## src/rtl/if_stage_if.sv

```systemverilog
// Instruction-memory request/acknowledge port of the fetch stage.
// master: the fetch stage drives request and address.
// slave: the memory returns the acknowledge and the instruction word.
interface if_stage_if;
    logic        imem_req_o;
    logic [15:0] imem_addr_o;
    logic        imem_ack_i;
    logic [15:0] imem_data_i;

    modport master (
        output imem_req_o,
        output imem_addr_o,
        input  imem_ack_i,
        input  imem_data_i
    );

    modport slave (
        input  imem_req_o,
        input  imem_addr_o,
        output imem_ack_i,
        output imem_data_i
    );
endinterface

```

## src/rtl/if_stage.sv

```systemverilog
// Instruction-fetch stage with IF/ID pipeline register.
// Holds the PC, fetches one word per req/ack handshake and presents
// {pc+1, instruction} to decode. A one-entry hold buffer absorbs decode
// stalls. Branch redirects from decode take effect after exactly one delay
// slot. While a fetch is outstanding the address stays frozen, so a branch
// that arrives then is parked in redir_pc until the delay-slot word lands.
module if_stage #(
    parameter logic [15:0] PC_RESET = 16'h0000,
    parameter logic [15:0] NOP_INST = 16'h0800
) (
    input  logic        clk,
    input  logic        rst,
    input  logic        stall_i,
    input  logic        branch_flag_i,
    input  logic [15:0] branch_addr_i,
    if_stage_if.master  imem,
    output logic [15:0] pc_o,
    output logic [15:0] inst_o
);

    typedef enum logic {FETCH = 1'b0, HOLD = 1'b1} state_t;

    state_t      state_reg, state_next;
    logic        req_en_reg;
    logic [15:0] pc_reg, pc_next;
    logic        redir_valid_reg, redir_valid_next;
    logic [15:0] redir_pc_reg, redir_pc_next;
    logic [15:0] hold_pc_reg, hold_pc_next;
    logic [15:0] hold_inst_reg, hold_inst_next;
    logic [15:0] out_pc_reg, out_pc_next;
    logic [15:0] out_inst_reg, out_inst_next;

    logic        req;
    logic        fire;
    logic        branch_accept;
    logic [15:0] pc_inc;

    // Request is suppressed for the first cycle after reset release and while a word is parked.
    assign req           = (state_reg == FETCH) && req_en_reg;
    assign fire          = req && imem.imem_ack_i;
    assign branch_accept = branch_flag_i && !stall_i;
    assign pc_inc        = pc_reg + 16'd1;

    assign imem.imem_req_o  = req;
    assign imem.imem_addr_o = pc_reg;
    assign pc_o             = out_pc_reg;
    assign inst_o           = out_inst_reg;

    // Next-state logic: fetch sequencing, redirect bookkeeping and IF/ID update.
    always_comb begin
        state_next       = state_reg;
        pc_next          = pc_reg;
        redir_valid_next = redir_valid_reg;
        redir_pc_next    = redir_pc_reg;
        hold_pc_next     = hold_pc_reg;
        hold_inst_next   = hold_inst_reg;
        out_pc_next      = out_pc_reg;
        out_inst_next    = out_inst_reg;

        case (state_reg)
            FETCH: begin
                if (fire) begin
                    // The word just fetched is the delay slot of any pending or current branch.
                    if (redir_valid_reg) begin
                        pc_next = redir_pc_reg;
                    end else if (branch_accept) begin
                        pc_next = branch_addr_i;
                    end else begin
                        pc_next = pc_inc;
                    end
                    redir_valid_next = 1'b0;
                    if (stall_i) begin
                        hold_pc_next   = pc_inc;
                        hold_inst_next = imem.imem_data_i;
                        state_next     = HOLD;
                    end else begin
                        out_pc_next   = pc_inc;
                        out_inst_next = imem.imem_data_i;
                    end
                end else begin
                    // Address must stay stable mid-fetch, so the target waits in redir_pc.
                    if (branch_accept && !redir_valid_reg) begin
                        redir_pc_next    = branch_addr_i;
                        redir_valid_next = 1'b1;
                    end
                    if (!stall_i) begin
                        out_inst_next = NOP_INST;
                    end
                end
            end
            HOLD: begin
                if (!stall_i) begin
                    out_pc_next   = hold_pc_reg;
                    out_inst_next = hold_inst_reg;
                    state_next    = FETCH;
                    // Delay slot is already buffered, so the redirect applies at once.
                    if (branch_accept) begin
                        pc_next = branch_addr_i;
                    end
                end
            end
            default: begin
                state_next = FETCH;
            end
        endcase
    end

    // State registers with asynchronous active-low reset.
    always_ff @(posedge clk or negedge rst) begin
        if (!rst) begin
            state_reg       <= FETCH;
            req_en_reg      <= 1'b0;
            pc_reg          <= PC_RESET;
            redir_valid_reg <= 1'b0;
            redir_pc_reg    <= 16'h0000;
            hold_pc_reg     <= 16'h0000;
            hold_inst_reg   <= NOP_INST;
            out_pc_reg      <= 16'h0000;
            out_inst_reg    <= NOP_INST;
        end else begin
            state_reg       <= state_next;
            req_en_reg      <= 1'b1;
            pc_reg          <= pc_next;
            redir_valid_reg <= redir_valid_next;
            redir_pc_reg    <= redir_pc_next;
            hold_pc_reg     <= hold_pc_next;
            hold_inst_reg   <= hold_inst_next;
            out_pc_reg      <= out_pc_next;
            out_inst_reg    <= out_inst_next;
        end
    end

    // Decode never issues a second branch while a redirect is still parked.
    a_single_redirect: assert property (@(posedge clk) disable iff (!rst)
        !(branch_accept && redir_valid_reg));

endmodule

```

## src/flat_wrapper.sv

```systemverilog
// flat-port wrapper written by rule: the top's interface ports become plain ports
module if_stage_flat 
#(
    parameter logic [15:0] PC_RESET = 16'h0000,
    parameter logic [15:0] NOP_INST = 16'h0800
)
  (clk, rst, stall_i, branch_flag_i, branch_addr_i, pc_o, inst_o, imem_imem_req_o, imem_imem_addr_o, imem_imem_ack_i, imem_imem_data_i);
  if_stage_if imem_i ();
  input  logic clk;
  input  logic rst;
  input  logic stall_i;
  input  logic branch_flag_i;
  input  logic [15:0] branch_addr_i;
  output logic [15:0] pc_o;
  output logic [15:0] inst_o;
  output wire logic [$bits(imem_i.imem_req_o)-1:0] imem_imem_req_o;
  output wire logic [$bits(imem_i.imem_addr_o)-1:0] imem_imem_addr_o;
  input wire logic [$bits(imem_i.imem_ack_i)-1:0] imem_imem_ack_i;
  input wire logic [$bits(imem_i.imem_data_i)-1:0] imem_imem_data_i;
  assign imem_imem_req_o = imem_i.imem_req_o;
  assign imem_imem_addr_o = imem_i.imem_addr_o;
  assign imem_i.imem_ack_i = imem_imem_ack_i;
  assign imem_i.imem_data_i = imem_imem_data_i;
  if_stage #(.PC_RESET(PC_RESET), .NOP_INST(NOP_INST)) u_core (.clk(clk), .rst(rst), .stall_i(stall_i), .branch_flag_i(branch_flag_i), .branch_addr_i(branch_addr_i), .imem(imem_i), .pc_o(pc_o), .inst_o(inst_o));
endmodule
```

## config.mk

```make
export PLATFORM = sky130hd
export DESIGN_NAME = if_stage_flat
export DESIGN_NICKNAME = d
export VERILOG_FILES = /design/src/rtl/if_stage_if.sv /design/src/rtl/if_stage.sv /design/src/flat_wrapper.sv
export SDC_FILE = /design/constraint.sdc
export NUM_CORES = 1
export LEC_CHECK = 0
export ABC_CLOCK_PERIOD_IN_PS = 2000
export BUFFER_PORTS_ARGS = -buffer_cell sky130_fd_sc_hd__buf_2
export CAP_MARGIN = 20
export CORE_ASPECT_RATIO = 1.75
export CORE_UTILIZATION = 43
export CTS_BUF_LIST = sky130_fd_sc_hd__clkbuf_16
export DETAILED_ROUTE_END_ITERATION = 8
export GPL_TIMING_DRIVEN = 0
export HOLD_SLACK_MARGIN = 0.06
export PLACE_DENSITY = 0.63
export SLEW_MARGIN = 20
export SYNTH_ARGS = -nofsm -noshare
export SYNTH_HDL_FRONTEND = slang
export SYNTH_SLANG_ARGS = --single-unit
```

## constraint.sdc

```tcl
create_clock -name clk -period 2 [get_ports clk]
set_input_delay 0 -clock clk [delete_from_list [all_inputs] [get_ports clk]]
set_output_delay 0 -clock clk [all_outputs]
set_load 0.03 [all_outputs]
```

# --- After elaboration in Yosys (flattened, before gate mapping) ---
# Cells that the tools add are included.
word_totals:
  input_bits: 37
  word_cells: 49
  regBits: 99
classes:
  add_sub_neg: 1
  eq_ne: 4
  n_reduce_logical: 13
  mux: 20
  bitwise_logic: 2
op_table:
  columns: ["cell", "n"]
  rows:
  - ["two-way mux 16 bit", 12]
  - ["case mux 16 bit (2 select lines)", 3]
  - ["adder 16 x 1 -> 16 bit, second input constant", 1]
  - ["AND reduction 3 bit", 4]
  - ["!= test 2 bit, second input constant", 3]
  - ["logical AND 1 bit", 4]
  - ["two-way mux 1 bit", 4]
  - ["AND reduction 2 bit", 2]
  - ["zero test 1 bit", 2]
  - ["!= test 2 x 1 -> 1 bit, second input constant", 1]
  - ["NOT 1 bit", 2]
  - ["case mux 1 bit (2 select lines)", 1]
  - ["nonzero test 2 bit", 1]

# --- Depth between registers and ports, before layout ---
# Gate-level depths: netlist (run 1).
logic_depth:
  word_depth: 6
  depth_mapped: 8
  ltp_nobuf: 6

# --- Least setup slack after synthesis (run 1) ---
# No wires, ideal clock.
synth_path:
  path_type: "reg-to-reg"
  start: "register u_core.pc_reg[0] (netlist: u_core.imem.imem_addr_o[0])"
  end: "register u_core.pc_reg[10] (netlist: u_core.imem.imem_addr_o[10])"
  slack_ns: 0.124
  setup_ns: 0.122
  stages_incl_launch_ff: 7
  path_buffers: 0
  t_arrival_ns: 1.754
  path_cell_list: "dfrtp_1 ha_1 nand3_2 or2_1 nor3_2 a21oi_1 o22a_1"
synth_between:
  elab_chain_cells: 5
synth_lines:
  columns: ["item", "line", "text"]
  rows:
  - ["start: declaration", "if_stage.sv:25", "logic [15:0] pc_reg, pc_next;"]
  - ["start signal: assignment", "if_stage.sv:123", "pc_reg <= pc_next;"]
  - ["adder 16 x 1 -> 16 bit", "if_stage.sv:42", "assign pc_inc = pc_reg + 16'd1;"]
  - ["two-way mux 16 bit", "if_stage.sv:66", "end else if (branch_accept) begin"]
  - ["two-way mux 16 bit", "if_stage.sv:64", "if (redir_valid_reg) begin"]
  - ["two-way mux 16 bit", "if_stage.sv:62", "if (fire) begin"]
  - ["case mux 16 bit (2 select lines)", "if_stage.sv:60", "case (state_reg)"]
# Every way passes these cells. The select of a mux whose other input is x is not followed.
# A chain may end at the register's enable or synchronous reset.

# --- Worst setup path after layout (run 1) ---
layout_path:
  start: "register u_core.redir_valid_reg"
  end: "register u_core.pc_reg[8] (netlist: u_core.imem.imem_addr_o[8])"
layout_between:
  elab_chain_cells: 3
layout_lines:
  columns: ["item", "line", "text"]
  rows:
  - ["start: declaration", "if_stage.sv:26", "logic redir_valid_reg, redir_valid_next;"]
  - ["start signal: assignment", "if_stage.sv:124", "redir_valid_reg <= redir_valid_next;"]
  - ["two-way mux 16 bit", "if_stage.sv:64", null]
  - ["two-way mux 16 bit", "if_stage.sv:62", null]
  - ["case mux 16 bit (2 select lines)", "if_stage.sv:60", null]
# Every way passes these cells. The select of a mux whose other input is x is not followed.

==> impl_metrics.toml, run 1 <==
[timing]
finalHoldViolations = 0
fmax_mhz = 541
grt_setup_unrepaired = "no"
finalMaxSlewViolations = 0
slew_headroom_pct = 63.4
tns_ns = 0
finalCritPeriodShare_pct = 92.4
min_period_ns = 1.85
worst_pin_slew_ns = 0.549
skew_ns = 0.00510
setup_viol = 0

[placement]
io_buffer_count = 85
place_area_sq_mm = 0.00539
dpl.hpwl_um = 9110
gp_congestion = 0.886

[finish]
nets = 644
synthToLayoutAreaGrowth_pct = 26.0
final_layout_size_suffix_gt1_share_pct = 27.7
nFillCells = 991
final_area_sq_mm = 0.00600
antenna_cells = 0

[clocking]
path_clk_slew_ns = 0.07
cts_root_buffer = "clkbuf_16"
numCtsBuffers = 9
clock_path_buffers = 2
htreeDepth = 3
clk_latency_ns = 0.35
cts_tree = "built"
clock_sinks = 99

[die]
fp.dieW_um = 81.6
num_io_pins = 86
die_h_um = 141
fp.coreArea_sq_mm = 0.0108
start_util_pct = 44.3
die_area_sq_mm = 0.0115
rows = 50

[worst_setup_path]
cp_max_fo = 10
cp_num_buf_inv = 2
end_kind = "flip-flop"
worstPathRequired_ns = 2.19
critical_path.slowest_cell = "clkbuf_1"
worst_ep_arrival_time_ns = 2.04
path_class = "reg -> reg"
cp-start-kind = "flip-flop"
critPathTopFamily = "buffers and inverters"
critical_path.max_stage_delay_ns = 0.42
crit_chain = "buf_2 > clkbuf_1 > nor2_1 > o21a_1 > a32oi_1 > o311ai_0"

[synth]
ys_ff_latch = 99
ys.flop_type = "dfrtp_1"
yosysMostFrequentCell = "dfrtp_1"
synth_top_area_share_pct = 51.0
synth_area_sq_mm = 0.00476
syn_inst = 477
yosysSeqAreaShare_pct = 52.1
synth_enable_flop_cells = 0
synthTopCellsByArea = "dfrtp_1, mux2_2, o21ai_0, nand2_1, a21oi_1"
synth_common_cells = "dfrtp_1, nand2_1, o21ai_0"
yosys_warnings = 0
syn_nets = 515
syn_avg_cell_area_sq_um = 9.99
synth_cell_types = 56
synth_top_area_cell = "dfrtp_1"
async_flop_share_pct = 100

[grt]
grt_max_degree = 58
grt_overflow = 0
grt_pass1_wl_um = 20100
grt_pass1_vias = 3936
antenna_found_initial = 0
grtUsageTotal_pct = 23.4

[run]
cap_violations = 0

[power]
p_leak_nw = 2.76
irDropWorstVdd_uv = 598
powerDensity_mw_per_mm2 = 1120

[drt]
drt_wl_total_um = 12500
drc = 0
post_drt_via_cell_ratio = 5.45
ant_nets = 0
dr_total_vias = 4041
detail_route.first_pass.iterations = 4
wl_per_cell_um = 16.8
drtIter0Drc = 234

[hold_path]
hold_path_class = "in -> async"

[run_status]
outcome = "complete, no violations"
-- worst paths after layout --
path	from	end	slack [ns]	cells after the start
max in group asynchronous	rst	u_core.imem.imem_addr_o[9]	1.24	3
setup reg to reg	u_core.redir_valid_reg	u_core.imem.imem_addr_o[8]	0.15	6
hold / removal	rst	u_core.inst_o[0]	0.13	2
min in group clk	stall_i	u_core.state_reg	0.15	3
setup / recovery	u_core.redir_valid_reg	u_core.imem.imem_addr_o[8]	0.15	6
hold reg to reg	u_core.hold_pc_reg[4]	u_core.hold_pc_reg[4]	0.48	2
-- report_power, final --
group,total [mW],internal (mW),switching [mW]
clock network,1.64,0.852,0.788
logic,2.11,0.791,1.32
registers,2.95,2.55,0.398
-- metrics by stage --
stage | hold WS [ns] | std cells | power, mW | utilization [%] | worst slack, ns
after floorplan | -0.296 | 477 | 4.35 | - | 0.124
after global placement | 0.239 | 692 | 4.97 | 49.7 | -0.0961
after detailed placement | -0.0493 | 693 | 5.06 | 50.0 | 0.0780
after CTS | 0.141 | 742 | 6.74 | 55.7 | 0.0511
after global routing | 0.159 | 741 | 7.08 | 55.8 | 0.0151
final | 0.134 | 741 | 6.70 | 55.8 | 0.152
-- cells in the final DEF, fill, tap and decap left out, types with 8 or more instances in the layout --
cell type / instances
a21oi_1: 40
and3_1: 22
buf_2: 94
clkbuf_1: 12
clkbuf_16: 9
dfrtp_1: 96
dlygate4sd3_1: 33
inv_1: 8
mux2_2: 37
nand2_1: 65
nand3_1: 9
nor2_1: 23
o21a_1: 8
o21ai_0: 54
xnor2_1: 10
-- logic make-up (layout without fill, tap and decap cells) --
family | count (synthesis) | in the layout | synth area share, %
simple gates | 149 | 149 | 15.7
compound gates | 138 | 138 | 16.9
flops | 99 | 99 | 52.1
mux | 39 | 39 | 9.19
buf+inv | 36 | 170 | 3.26
xor+xnor | 14 | 14 | 2.57
fa+ha+maj | 1 | 1 | 0.263
other cells | 1 | 1 | 0.0787
-- what timing repair did --
| action | CTS | global route |
|---|---|---|
| buffers inserted | 0 | 0 |
| endpoints found under the hold margin | 139 | 0 |
| endpoints found under the setup margin | 1 | 19 |
| gates resized for setup | 1 | 4 |
| hold buffers | 33 | 0 |
| gates cloned | 0 | 0 |
-- per-layer routing --
metal	part of all wire [%]	global-route usage, %
met1	40	28.3
met2	53	40.2
met3	3.8	3.69
met4	2.9	9.77
met5	0	0
-- area by class of cell --
type / count / area (sq um) / share of cell area (%)
Sequential cell: 99 / 2480 / 41.4
Multi-Input combinational cell: 342 / 2130 / 35.6
Timing Repair Buffer: 119 / 790 / 13.2
Clock buffer: 9 / 225 / 3.75
Tap cell: 130 / 163 / 2.71
Buffer: 27 / 124 / 2.06
Clock inverter: 7 / 53.8 / 0.897
Inverter: 8 / 30.0 / 0.501
(Power assumes the default switching activity.)
==> run 2, diff against run 1 <==
--- a/config.mk
+++ b/config.mk
@@ -5,7 +5,7 @@
 export SDC_FILE = /design/constraint.sdc
 export NUM_CORES = 1
 export LEC_CHECK = 0
-export ABC_CLOCK_PERIOD_IN_PS = 2000
+export ABC_CLOCK_PERIOD_IN_PS = 1500
 export BUFFER_PORTS_ARGS = -buffer_cell sky130_fd_sc_hd__buf_2
 export CAP_MARGIN = 20
 export CORE_ASPECT_RATIO = 1.75
@@ -14,7 +14,7 @@
 export DETAILED_ROUTE_END_ITERATION = 8
 export GPL_TIMING_DRIVEN = 0
 export HOLD_SLACK_MARGIN = 0.06
-export PLACE_DENSITY = 0.63
+export PLACE_DENSITY_LB_ADDON = 0.15
 export SLEW_MARGIN = 20
 export SYNTH_ARGS = -nofsm -noshare
 export SYNTH_HDL_FRONTEND = slang
==> constraint.sdc (replaced) <==
create_clock -name clk -period 1.5 [get_ports clk]
set_input_delay 0 -clock clk [delete_from_list [all_inputs] [get_ports clk]]
set_output_delay 0 -clock clk [all_outputs]
set_load 0.03 [all_outputs]
==> run 2 against run 1 <==
Compared with the run above:
- the flow now finishes with violations (setup timing)
- via count up 6.2%
- first-iteration DRC count up 6.0%
- global-route usage up 1.9 points
- register-to-register slack worse by 0.29 ns
- count of clock-buffer cells in the layout unchanged
- final cell count up 6.1%
- non-clock buffer count up 45
- fmax up 13%
- hold slack worse by 0.066 ns
- utilization up 9.8 points
- critical path type unchanged
- critical endpoint is now u_core.imem.imem_addr_o[13]
- largest cell class is now multi-input combinational cells
==> impl_metrics.toml, run 2 (same netlist as run 1, synthesis figures left out) <==
[run_status]
outcome = "finished, violations left"
violations = "setup timing"

[timing]
min_period_ns = 1.63
finalCritPeriodShare_pct = 109
setup_viol = 20
finalHoldViolations = 0
skew_ns = 0.00701
finalWorstSetupSlack_ns = -0.134
grt_setup_unrepaired = "yes"
fmax_mhz = 612
finalMaxSlewViolations = 0

[die]
die_area_sq_mm = 0.0115
fp.coreArea_sq_mm = 0.0108
start_util_pct = 44.3
rows = 50
fp.dieW_um = 81.6
die_h_um = 141
num_io_pins = 86

[grt]
grt_overflow = 0
antenna_found_initial = 0
grt_max_degree = 81
grtUsageTotal_pct = 25.3
grt_pass1_wl_um = 21700
grt_pass1_vias = 4298

[drt]
dr_total_vias = 4292
drtIter0Drc = 248
post_drt_via_cell_ratio = 5.46
drc = 0
detail_route.first_pass.iterations = 5
wl_per_cell_um = 17.9
drt_wl_total_um = 14000
ant_nets = 0

[clocking]
clock_sinks = 99
numCtsBuffers = 9
cts_root_buffer = "clkbuf_16"
cts_tree = "built"
htreeDepth = 3
clk_latency_ns = 0.34
clock_path_buffers = 2
path_clk_slew_ns = 0.07

[power]
p_switching_mw = 3.60
switching_share_pct = 36.0
total_power_mw = 9.99
p_seq_share_pct = 39.4
combPwrFrac_pct = 36.4
powerDensity_mw_per_mm2 = 1420
irDropWorstVdd_uv = 928
power_frac_clock_pct = 24.3
internal-power_mw = 6.39
p_leak_nw = 3.18

[worst_setup_path]
crit_chain = "nand4_1 > or4_4 > and3_4 > o21ai_2 > o311ai_1"
cp_max_fo = 5
cp-start-kind = "flip-flop"
path_class = "reg -> reg"
critical_path.max_stage_delay_ns = 0.60
worst_ep_arrival_time_ns = 1.84
worstPathRequired_ns = 1.71
end_kind = "flip-flop"
critical_path.slowest_cell = "or4_4"

[hold_path]
hold_path_class = "in -> async"

[finish]
synthToLayoutAreaGrowth_pct = 48.1
final_cell_mix = "buf_2, dfrtp_1, nand2_1"
final_common_cell = "buf_2"
fin_cells = 786
final_layout_size_suffix_gt1_share_pct = 44.4
nets = 689
antenna_cells = 0

[placement]
gp_congestion = 0.925
dp.cells = 693
io_buffer_count = 85
dpl.hpwl_um = 9230

[run]
cap_violations = 0
## run 2: changes by cell type in the layout (fill, tap and decap cells not counted), moves of 9 or more
cell      before  now
buf_4          2   32
buf_6          1   20
clkbuf_1      12    3
dfrtp_1       96   83
dfrtp_2        1   14
o21ai_0       54   34
o21ai_1        5   21
## run 2: area by class of cell
| type | count | area [sq um] |
|---|---|---|
| fill | 867 | 3700 |
| buffer | 26 | 248 |
| inverter | 8 | 33.8 |
| tap | 130 | 163 |
| clock inverter | 7 | 86.3 |
| timing repair buffer | 165 | 1240 |
| sequential | 99 | 2500 |
| clock buffer | 9 | 225 |
| multi-input combinational | 342 | 2560 |
## run 2: critical path: cells and delay by family, from the launching register on
family          cells  cell delay (ns)
simple gates        3             0.90
compound gates      2             0.20
flops               1             0.41
## run 2: final timing paths
| check | slack (ns) | startpoint | depth (start not counted) | endpoint |
|---|---|---|---|---|
| max in group asynchronous | 0.74 | rst | 3 | u_core.imem.imem_addr_o[9] |
| worst max-delay path | -0.13 | u_core.imem.imem_addr_o[8] | 5 | u_core.imem.imem_addr_o[13] |
| worst min-delay path | 0.07 | rst | 2 | u_core.inst_o[1] |
| min in group clk | 0.09 | imem_imem_ack_i | 3 | u_core.state_reg |
| worst max register to register | -0.13 | u_core.imem.imem_addr_o[8] | 5 | u_core.imem.imem_addr_o[13] |
| worst min register to register | 0.48 | u_core.hold_pc_reg[8] | 2 | u_core.hold_pc_reg[8] |
## run 2: power groups by stage
stage / registers, mW / logic, mW / clock network (mW)
floorplan: 4.61 / 1.27 / 0
global placement: 3.99 / 2.75 / 0
detailed placement: 4.03 / 2.80 / 0
CTS: 3.93 / 3.28 / 2.47
global route: 4.02 / 3.91 / 2.58
finish: 3.93 / 3.63 / 2.43
## run 2: per-layer routing
layer  vias to the layer above  share of wire (%)  track usage, %
li1                       2031                  -               -
met1                      2086                 38            29.3
met2                       140                 54            44.2
met3                        35                4.4            3.56
met4                         0                3.9            12.3
met5                         -                  0               0
## run 2: metrics by stage
step                worst slack [ns]  cell area, sq um  hold slack, ns  utilization (%)  TNS (ns)
finish                        -0.134              7060          0.0682             65.6     -1.30
global route                  -0.187              7060           0.104             65.6     -3.03
CTS                           -0.128              6620          0.0696             61.5     -1.76
detailed placement            -0.483              5450          -0.140             50.7    -20.49
global placement              -0.788              5420           0.237             50.4    -79.11
floorplan                     -0.172              4830          -0.296                -     -1.31
## run 2: what timing repair did
action                     4_1_cts  5_1_grt
hold buffers                    33        0
setup buffers                   26       17
pin swaps                       11       24
setup endpoints to repair       93       84
gates resized for setup         79       93
cloned                           2        1
hold endpoints to repair       137        0
